--- src/rtl/uart_rx_top.sv ---
// UART receiver: 16x-oversampled start/data/parity/stop framing with mid-bit sampling.
// Define UART_RX_SYNC_EN to put a two-flop synchronizer on rx ahead of the FSM.
module uart_rx_top (
  input  logic       clk,
  input  logic       rst,
  input  logic       baud_pulse,
  input  logic       rx,
  input  logic       pen,
  input  logic       eps,
  input  logic       sticky_parity,
  input  logic [1:0] wls,
  output logic       push,
  output logic [7:0] dout,
  output logic       pe,
  output logic       fe,
  output logic       bi
);

  typedef enum logic [2:0] {StIdle, StStart, StRead, StParity, StStop} state_e;

  state_e      state_q;
  logic [3:0]  count_q;
  logic [2:0]  bitcnt_q;
  logic [7:0]  data_q;
  logic [1:0]  wls_q;
  logic        pen_q, eps_q, stick_q, par_q;
  logic        rx_s;
  logic [2:0]  bit_idx;
  logic        exp_par;

`ifdef UART_RX_SYNC_EN
  logic [1:0] rx_sync_q;

  // Two-flop synchronizer; resets to the idle line level so no false start appears.
  always_ff @(posedge clk or posedge rst) begin
    if (rst) rx_sync_q <= 2'b11;
    else     rx_sync_q <= {rx_sync_q[0], rx};
  end
  assign rx_s = rx_sync_q[1];
`else
  assign rx_s = rx;
`endif

  // Bit position and expected parity derived from the per-frame captured LCR settings.
  always_comb begin
    bit_idx = {1'b0, wls_q} + 3'd4 - bitcnt_q;
    // Unused upper data bits are held at 0, so a full-width XOR covers only the live bits.
    unique case ({stick_q, eps_q})
      2'b00:   exp_par = ~^data_q;
      2'b01:   exp_par = ^data_q;
      2'b10:   exp_par = 1'b1;
      default: exp_par = 1'b0;
    endcase
  end

  // Frame FSM; everything advances only on baud_pulse, push is a single-clk strobe.
  always_ff @(posedge clk or posedge rst) begin
    if (rst) begin
      state_q  <= StIdle;
      count_q  <= 4'd0;
      bitcnt_q <= 3'd0;
      data_q   <= 8'h00;
      wls_q    <= 2'b00;
      pen_q    <= 1'b0;
      eps_q    <= 1'b0;
      stick_q  <= 1'b0;
      par_q    <= 1'b0;
      push     <= 1'b0;
      dout     <= 8'h00;
      pe       <= 1'b0;
      fe       <= 1'b0;
      bi       <= 1'b0;
    end else begin
      push <= 1'b0;
      if (baud_pulse) begin
        unique case (state_q)
          StIdle: begin
            if (!rx_s) begin
              state_q <= StStart;
              count_q <= 4'd7;
            end
          end
          StStart: begin
            if (count_q == 4'd0) begin
              if (!rx_s) begin
                state_q  <= StRead;
                count_q  <= 4'd15;
                bitcnt_q <= {1'b0, wls} + 3'd4;
                data_q   <= 8'h00;
                wls_q    <= wls;
                pen_q    <= pen;
                eps_q    <= eps;
                stick_q  <= sticky_parity;
                par_q    <= 1'b0;
              end else begin
                state_q <= StIdle;  // glitch, not a real start bit
              end
            end else begin
              count_q <= count_q - 4'd1;
            end
          end
          StRead: begin
            if (count_q == 4'd0) begin
              data_q[bit_idx] <= rx_s;
              count_q         <= 4'd15;
              if (bitcnt_q == 3'd0) state_q <= pen_q ? StParity : StStop;
              else                  bitcnt_q <= bitcnt_q - 3'd1;
            end else begin
              count_q <= count_q - 4'd1;
            end
          end
          StParity: begin
            if (count_q == 4'd0) begin
              par_q   <= rx_s;
              count_q <= 4'd15;
              state_q <= StStop;
            end else begin
              count_q <= count_q - 4'd1;
            end
          end
          StStop: begin
            if (count_q == 4'd0) begin
              push    <= 1'b1;
              dout    <= data_q;
              pe      <= pen_q & (par_q != exp_par);
              fe      <= ~rx_s;
              bi      <= (data_q == 8'h00) & ~(pen_q & par_q) & ~rx_s;
              state_q <= StIdle;
            end else begin
              count_q <= count_q - 4'd1;
            end
          end
          default: state_q <= StIdle;
        endcase
      end
    end
  end

endmodule
--- config.mk ---
export PLATFORM = sky130hd
export DESIGN_NAME = uart_rx_top
export DESIGN_NICKNAME = d
export VERILOG_FILES = /design/src/rtl/uart_rx_top.sv
export SDC_FILE = /design/constraint.sdc
export NUM_CORES = 1
export LEC_CHECK = 0
export CELL_PAD_IN_SITES_DETAIL_PLACEMENT = 1
export CELL_PAD_IN_SITES_GLOBAL_PLACEMENT = 2
export CORE_MARGIN = 10
export CORE_UTILIZATION = 32
export CTS_CLUSTER_DIAMETER = 60
export DETAILED_ROUTE_END_ITERATION = 12
export PLACE_DENSITY_LB_ADDON = 0.3
export SKIP_CTS_REPAIR_TIMING = 1
export SYNTH_ARGS = -nofsm -noshare
export SYNTH_HDL_FRONTEND = slang
export SYNTH_SLANG_ARGS = --single-unit
--- constraint.sdc ---
create_clock -name clk -period 1.8 [get_ports clk]
set_input_delay 0.18 -clock clk [delete_from_list [all_inputs] [get_ports clk]]
set_output_delay 0.18 -clock clk [all_outputs]
set_load 0.01 [all_outputs]
# == Yosys cells after proc, flatten, opt, wreduce, memory -nomap -nowiden ==
# Index checks and enable logic that the tools add are counted.
# word_totals
ff_bits,36
word_cells,98
output_inout_bits,12
in_bits,9
# classes
n_reduce_logical,19
bitwise,6
mux,35
n_eq_ne,17
add_sub_neg,5
n_lt_le_gt_ge,2
# ops
op,n
$mux 3,11
$mux 8,3
$mux 4,5
$ne 2x2->1 const B,9
$pmux 4 s4,1
$pmux 8 s2,1
$pmux 3 s5,1
$reduce_and 5->1,3
$bwmux 8,1
$logic_not 8->1,1
$reduce_xnor 8->1,1
$reduce_xor 8->1,1
$mux 1,7
$reduce_and 7->1,1
$add 2x3->3 const B,2
$eq 3x2->1 const B,2
$logic_not 3->1,2
$pmux 3 s2,1
$reduce_and 6->1,1
$and 1x1->1,4
$logic_not 4->1,1
$lt 3x4->1 const B,1
$reduce_and 4->1,1
$reduce_bool 2->1,2
other kinds (20),21

# == Depth between registers and ports, before layout ==
# Gate-level depths: netlist of run 1.
# depth
ltp_word,9
mapped_depth,9

# == Worst setup path after synthesis of run 1 ==
# No wires, ideal clock.
# synth_timing
path_kind,flip-flop to flip-flop
from,reg wls_q[0]
to,reg data_q[3]
arrival_ps,1734
stages_incl_launch_ff,10
slack_ps,-63
setup_ps,129
required_ps,1671
path_buffers,1
path_cell_list,dfrtp_1 -> inv_1 -> ha_1 -> inv_1 -> fa_1 -> buf_1 -> nor2b_1 -> a21oi_1 -> o21ai_0 -> o21ai_0
# synth_via
elab_chain_cells,9
# synth_rtl
item,line_no,text
"start, declared",25,logic [1:0] wls_q;
"start signal, assigned",90,wls_q <= wls;
$add 2x3->3 (*),46,"bit_idx = {1'b0, wls_q} + 3'd4 - bitcnt_q;"
$sub 3x3->3 (*),46,
$lt 3x4->1 (not written as such) or $ge 3x1->1 (tied branches),104,data_q[bit_idx] <= rx_s;
$logic_and 1x1->1 (not written as such),104,
$mux 1 (not written as such),104,
$demux 1 s3 (*),104,
$bwmux 8 (*),104,
$mux 8 (*),103,if (count_q == 4'd0) begin
$pmux 8 s2 (*),76,unique case (state_q)
"end signal, assigned by index",104,
"end, declared",24,logic [7:0] data_q;
# Every way passes the cells marked *; elsewhere a longest branch is shown, timed or not. The select of a mux whose other input is x is not followed.
# A chain may end at the register's enable or synchronous reset.

# == Worst setup path in the final report of run 1 ==
# layout_timing
from,reg wls_q[0]
to,reg data_q[5]
# Same word-level chain as after synthesis.

==> results.tsv, run 1 <==
metric	value	unit
synth_largest_area_cell	dfrtp_1	
synth_edf_count	0	
fin_crit_sh	1.00	
vdd_drop_max	1060	µV
muxShareOfSynthArea	0.0699	
ant_nets	0	
num_rows	28	
grt_max_degree	37	
syn_nets	227	
fillers	694	
cts_tree	built	
cp.required	2.00	ns
fp.coreArea	6030	µm²
synth-seq-cells	36	
routedWlPerCell	16.3	µm
drc_errors	0	
place_area	2500	µm²
antenna_found_initial	0	
cts-root-buf	clkbuf_8	
end_kind	register	
synthAdderAreaFrac	0.0594	
vias	1721	
critPathSlowestCell	fa_2	
first_iter_violations	67	
cp_num_buf_inv	2	
gr-total-overflow	0	
synthDistinctLibCells	45	
clock_path_buffers	2	
final_util	0.451	
synth_xor_area_frac	0.0260	
syn-cell-area	2020	µm²
setup_violations	0	
drv_slew	0	
clk_pin_slew_worst_paths	0.08	ns
setup_ws	0.000634	ns
grt_pass1_wl	8760	µm
cp.arrival	2.00	ns
fin_skew	0.00861	ns
clock-sinks	36	
cts_buffers	5	
maxCapViolations	0	
mostFrequentLayoutCell	dfrtp_1	
avgSynthCellArea	9.67	µm²
synthCells	209	
start_util	0.336	
reg2reg_slack	0.0006	ns
portBuffers	20	
grt_pass1_vias	1745	
antennaDiodeCount	0	
fin_crit	1.80	ns
h-tree-depth	2	
path_delay_family	adder cells	
path_class	register to register	
path_max_fanout	4	
layout-drive-gt1-share	0.277	
wl	5450	µm
synth_compound_area_frac	0.174	
die_area	9900	µm²
powerDensity	1430	nW/µm²
hp-class	primary input to async pin	
io_pins	21	
start_kind	register	
clk_latency	0.29	ns
synthSimpleGateAreaFrac	0.162	
relSlewSlack	0.685	
gp_congestion	0.799	
vias_per_cell	5.14	
area_growth	34.4	%
pre_cts_ws	-0.0447	ns
finalHoldViolations	0	
grtUsageTotal	0.108	
ys_async_sr_fraction	1.00	
synth_ff_type	dfrtp_1	
synth_top_area_share	0.446	
status	finished clean	
firstDrtPassIters	4	
die_h	99.5	µm
ys.warnings.count	0	
fin_area	2720	µm²
layout_common_cells	dfrtp_1 (35), buf_4 (31), inv_1 (20), clkdlybuf4s50_1 (20), nand2_1 (18)	
max_stage_delay	0.39	ns
worstMarginPinSlew	0.473	ns
synth_top_family_by_area	compound AO/OA/AOI/OAI gates	
fmax	0.556	GHz
power.leakage	1.18	nW
yosys-top-cells-area	dfrtp_1 (45%), o21ai_0 (7.2%), mux2_2 (5.0%)	
ys_seq_area_frac	0.446	
cp_cell_sequence	inv_1, ha_1, inv_2, fa_2, xor2_2, nand4_1, o31ai_1	
dp_hpwl	4010	µm
die_w	99.5	µm
nets	277	
rsz0062_at_grt	yes	
[power breakdown]
group | internal, mW | switching [mW] | total [mW]
combinational | 1.01 | 1.04 | 2.05
sequential | 0.961 | 0.145 | 1.11
clock | 0.410 | 0.319 | 0.730
total | 2.38 | 1.50 | 3.88
[final timing paths]
path	startpoint	end	cells past startpoint
worst min register to register	dout[2]$_DFFE_PP0P_	dout[2]$_DFFE_PP0P_	2
max in group asynchronous	rst	state_q[1]$_DFFE_PP0P_	3
worst max-delay path	wls_q[0]$_DFFE_PP0P_	data_q[5]$_DFFE_PP0P_	7
worst min-delay path	rst	fe$_DFFE_PP0P_	3
worst max register to register	wls_q[0]$_DFFE_PP0P_	data_q[5]$_DFFE_PP0P_	7
min in group clk	dout[2]$_DFFE_PP0P_	dout[2]$_DFFE_PP0P_	2
[tightest hold or removal path: stages]
cell and delay (ns):
clkdlybuf4s50_1 0.40, inv_1 0.05, buf_4 0.40
[cell usage after synthesis, types with 2 or more instances]
master / number
dfrtp_1: 36
o21ai_0: 29
inv_1: 21
nand2_1: 19
a21oi_1: 11
mux2_2: 9
ha_1: 8
nand2b_1: 5
nand4_1: 5
nor2_1: 5
xnor2_1: 5
buf_2: 4
mux2i_1: 4
a31oi_1: 3
clkbuf_1: 3
nor3_1: 3
o31ai_1: 3
buf_1: 2
nand3_1: 2
nor2b_1: 2
nor3b_1: 2
o211ai_1: 2
o21ai_1: 2
or3b_1: 2
or4_1: 2
[registers in the layout, summed over array words and instances, names as in the netlist]
name      flops
fe            1
state_q       3
bitcnt_q      3
push          1
par_q         1
count_q       4
data_q        8
pen_q         1
wls_q         2
bi            1
eps_q         1
stick_q       1
dout          8
pe            1
[cells by family after synthesis]
kind of cell,Yosys count
AOI/OAI and AO/OA,59
and+or+nand+nor,55
DFF,36
buffers and inverters,31
muxes,13
adders and majority gates,9
xor gates and xnor gates,6
[layer usage]
layer	track usage	vias to the layer above	routed length (µm)
li1	-	848	-
met1	0.142	837	2580
met2	0.162	32	2600
met3	0.0346	4	223
met4	0.0364	0	48
met5	0	-	0
[layout make-up]
class	count	area [µm²]	share of cell area
well taps	75	93.8	0.0345
clock buffers	5	68.8	0.0253
clock inverters	3	42.5	0.0157
flip-flops and latches	36	902	0.332
inverters	21	78.8	0.0290
multi-input cells	142	1070	0.393
repair buffers	53	464	0.171
[metrics by stage]
step | TNS [ns] | instances | hold slack, ns | power [mW]
3_5_place_dp | -0.291 | 324 | 0.470 | 2.89
4_1_cts | -0.181 | 332 | 0.320 | 3.63
6_report | 0 | 335 | 0.292 | 3.88
5_1_grt | -0.446 | 335 | 0.366 | 4.17
3_3_place_gp | -0.0244 | 324 | 0.461 | 2.84
2_1_floorplan | 0 | 209 | 0.331 | 2.18
Power figures use the tool's default switching activity.
==> run 2, diff against run 1 <==
Settings changed: SETUP_SLACK_MARGIN set to 0.05.
==> results.tsv, run 2 (synthesized netlist as in run 1, its figures left out) <==
metric	value	unit
path_max_fanout	4	
vias	1686	
grt_pass1_wl	8780	µm
path_delay_family	adder cells	
worstMarginPinSlew	0.560	ns
fmax	0.547	GHz
io_pins	21	
fin_crit	1.83	ns
vdd_drop_max	907	µV
setup_violations	1	
area_growth	38.8	%
violations	setup timing	
grt_max_degree	37	
comb_power_share	0.558	
cts_buffers	5	
vias_per_cell	4.97	
setup_ws	-0.0287	ns
switching_share	0.388	
end_kind	register	
die_area	9900	µm²
tns	-0.0287	ns
finalHoldViolations	0	
holdWs	0.315	ns
clock-sinks	36	
h-tree-depth	2	
cts_tree	built	
fin_area	2810	µm²
fin_crit_sh	1.02	
gr-total-overflow	0	
reg.largest.list	data_q: 8 flops, dout: 8 flops, count_q: 4 flops	
start_kind	register	
pre_cts_ws	-0.0655	ns
wl	5230	µm
clock_path_buffers	2	
internal_power	2.55	mW
start_util	0.336	
grt_pass1_vias	1712	
antenna_found_initial	0	
path_common_cell	inv_2	
antennaDiodeCount	0	
p_sw	1.61	mW
critPathSlowestCell	fa_2	
portBuffers	20	
grtUsageTotal	0.108	
ant_nets	0	
relSlewSlack	0.624	
cp_cell_sequence	inv_2, ha_4, inv_2, fa_2, xnor2_2, buf_4, nand4_1, o31ai_1	
num_rows	28	
cp_num_buf_inv	3	
nets	281	
gp_congestion	0.793	
clk_pin_slew_worst_paths	0.08	ns
path_class	register to register	
p_seq_frac	0.270	
cts-root-buf	clkbuf_8	
firstDrtPassIters	4	
layout-drive-gt1-share	0.322	
rsz0062_at_grt	yes	
drc_errors	0	
routedWlPerCell	15.4	µm
power.leakage	1.20	nW
layout_common_cells	dfrtp_1 (34), buf_4 (34), clkdlybuf4s50_1 (20)	
die_w	99.5	µm
max_stage_delay	0.40	ns
dp_hpwl	3910	µm
first_iter_violations	58	
fp.coreArea	6030	µm²
clkPwrFrac	0.171	
die_h	99.5	µm
cp.arrival	2.02	ns
status	complete, but fails checks	
clk_latency	0.29	ns
place_area	2500	µm²
powerDensity	1480	nW/µm²
fin_skew	0.00834	ns
cp.required	1.99	ns
reg2reg_slack	-0.03	ns
hp-class	primary input to async pin	
drv_slew	0	
maxCapViolations	0	
run 2: cell types whose count changed in the layout (fill, tap and decap cells not counted), moves of 2 or more:
| cell | change |
|---|---|
| a21oi_2 | +4 |
| ha_4 | +2 |
| inv_1 | -3 |
| o21ai_1 | +2 |
| buf_4 | +3 |
| a21oi_1 | -4 |
| inv_2 | +3 |
run 2: final timing paths:
kind	cells past startpoint	to	from
max	8	data_q[1]$_DFFE_PP0P_	wls_q[0]$_DFFE_PP0P_
max in group asynchronous	3	state_q[1]$_DFFE_PP0P_	rst
min	3	pe$_DFFE_PP0P_	rst
min in group clk	2	fe$_DFFE_PP0P_	fe$_DFFE_PP0P_
min reg2reg	2	fe$_DFFE_PP0P_	fe$_DFFE_PP0P_
max reg2reg	8	data_q[1]$_DFFE_PP0P_	wls_q[0]$_DFFE_PP0P_
run 2: per-stage QoR:
step / utilization / power, mW / instances
floorplan: - / 2.19 / 209
finish: 0.466 / 4.16 / 339
CTS: 0.433 / 3.62 / 331
detailed placement: 0.415 / 2.88 / 323
global placement: 0.415 / 2.84 / 323
global route: 0.466 / 4.49 / 339
run 2: metal layers:
metal  routed length [µm]  track usage  share of wire
met5                    0            0              0
met4                   23       0.0298         0.0044
met2                 2350        0.160           0.45
met1                 2680        0.151           0.51
met3                  177       0.0277          0.034
run 2: worst reg2reg max path, cell delays in order (launching register included):
cell and delay, ns:
dfrtp_1 0.39, inv_2 0.07, ha_4 0.12, inv_2 0.03, fa_2 0.40, xnor2_2 0.19, buf_4 0.13, nand4_1 0.13
o31ai_1 0.28
run 2: power by group through the flow:
stage / sequential [mW] / clock [mW] / combinational (mW)
floorplan: 1.08 / 0 / 1.11
global placement: 1.11 / 0 / 1.73
detailed placement: 1.12 / 0 / 1.76
CTS: 1.11 / 0.739 / 1.78
global route: 1.14 / 0.790 / 2.56
finish: 1.12 / 0.712 / 2.32
run 2: area by class of cell:
class	count	area, µm²
Multi-Input combinational cell	142	1120
Clock inverter	3	42.5
Sequential cell	36	903
Inverter	21	78.8
Timing Repair Buffer	57	498
Tap cell	75	93.8
Clock buffer	5	68.8
Fill cell	698	3220
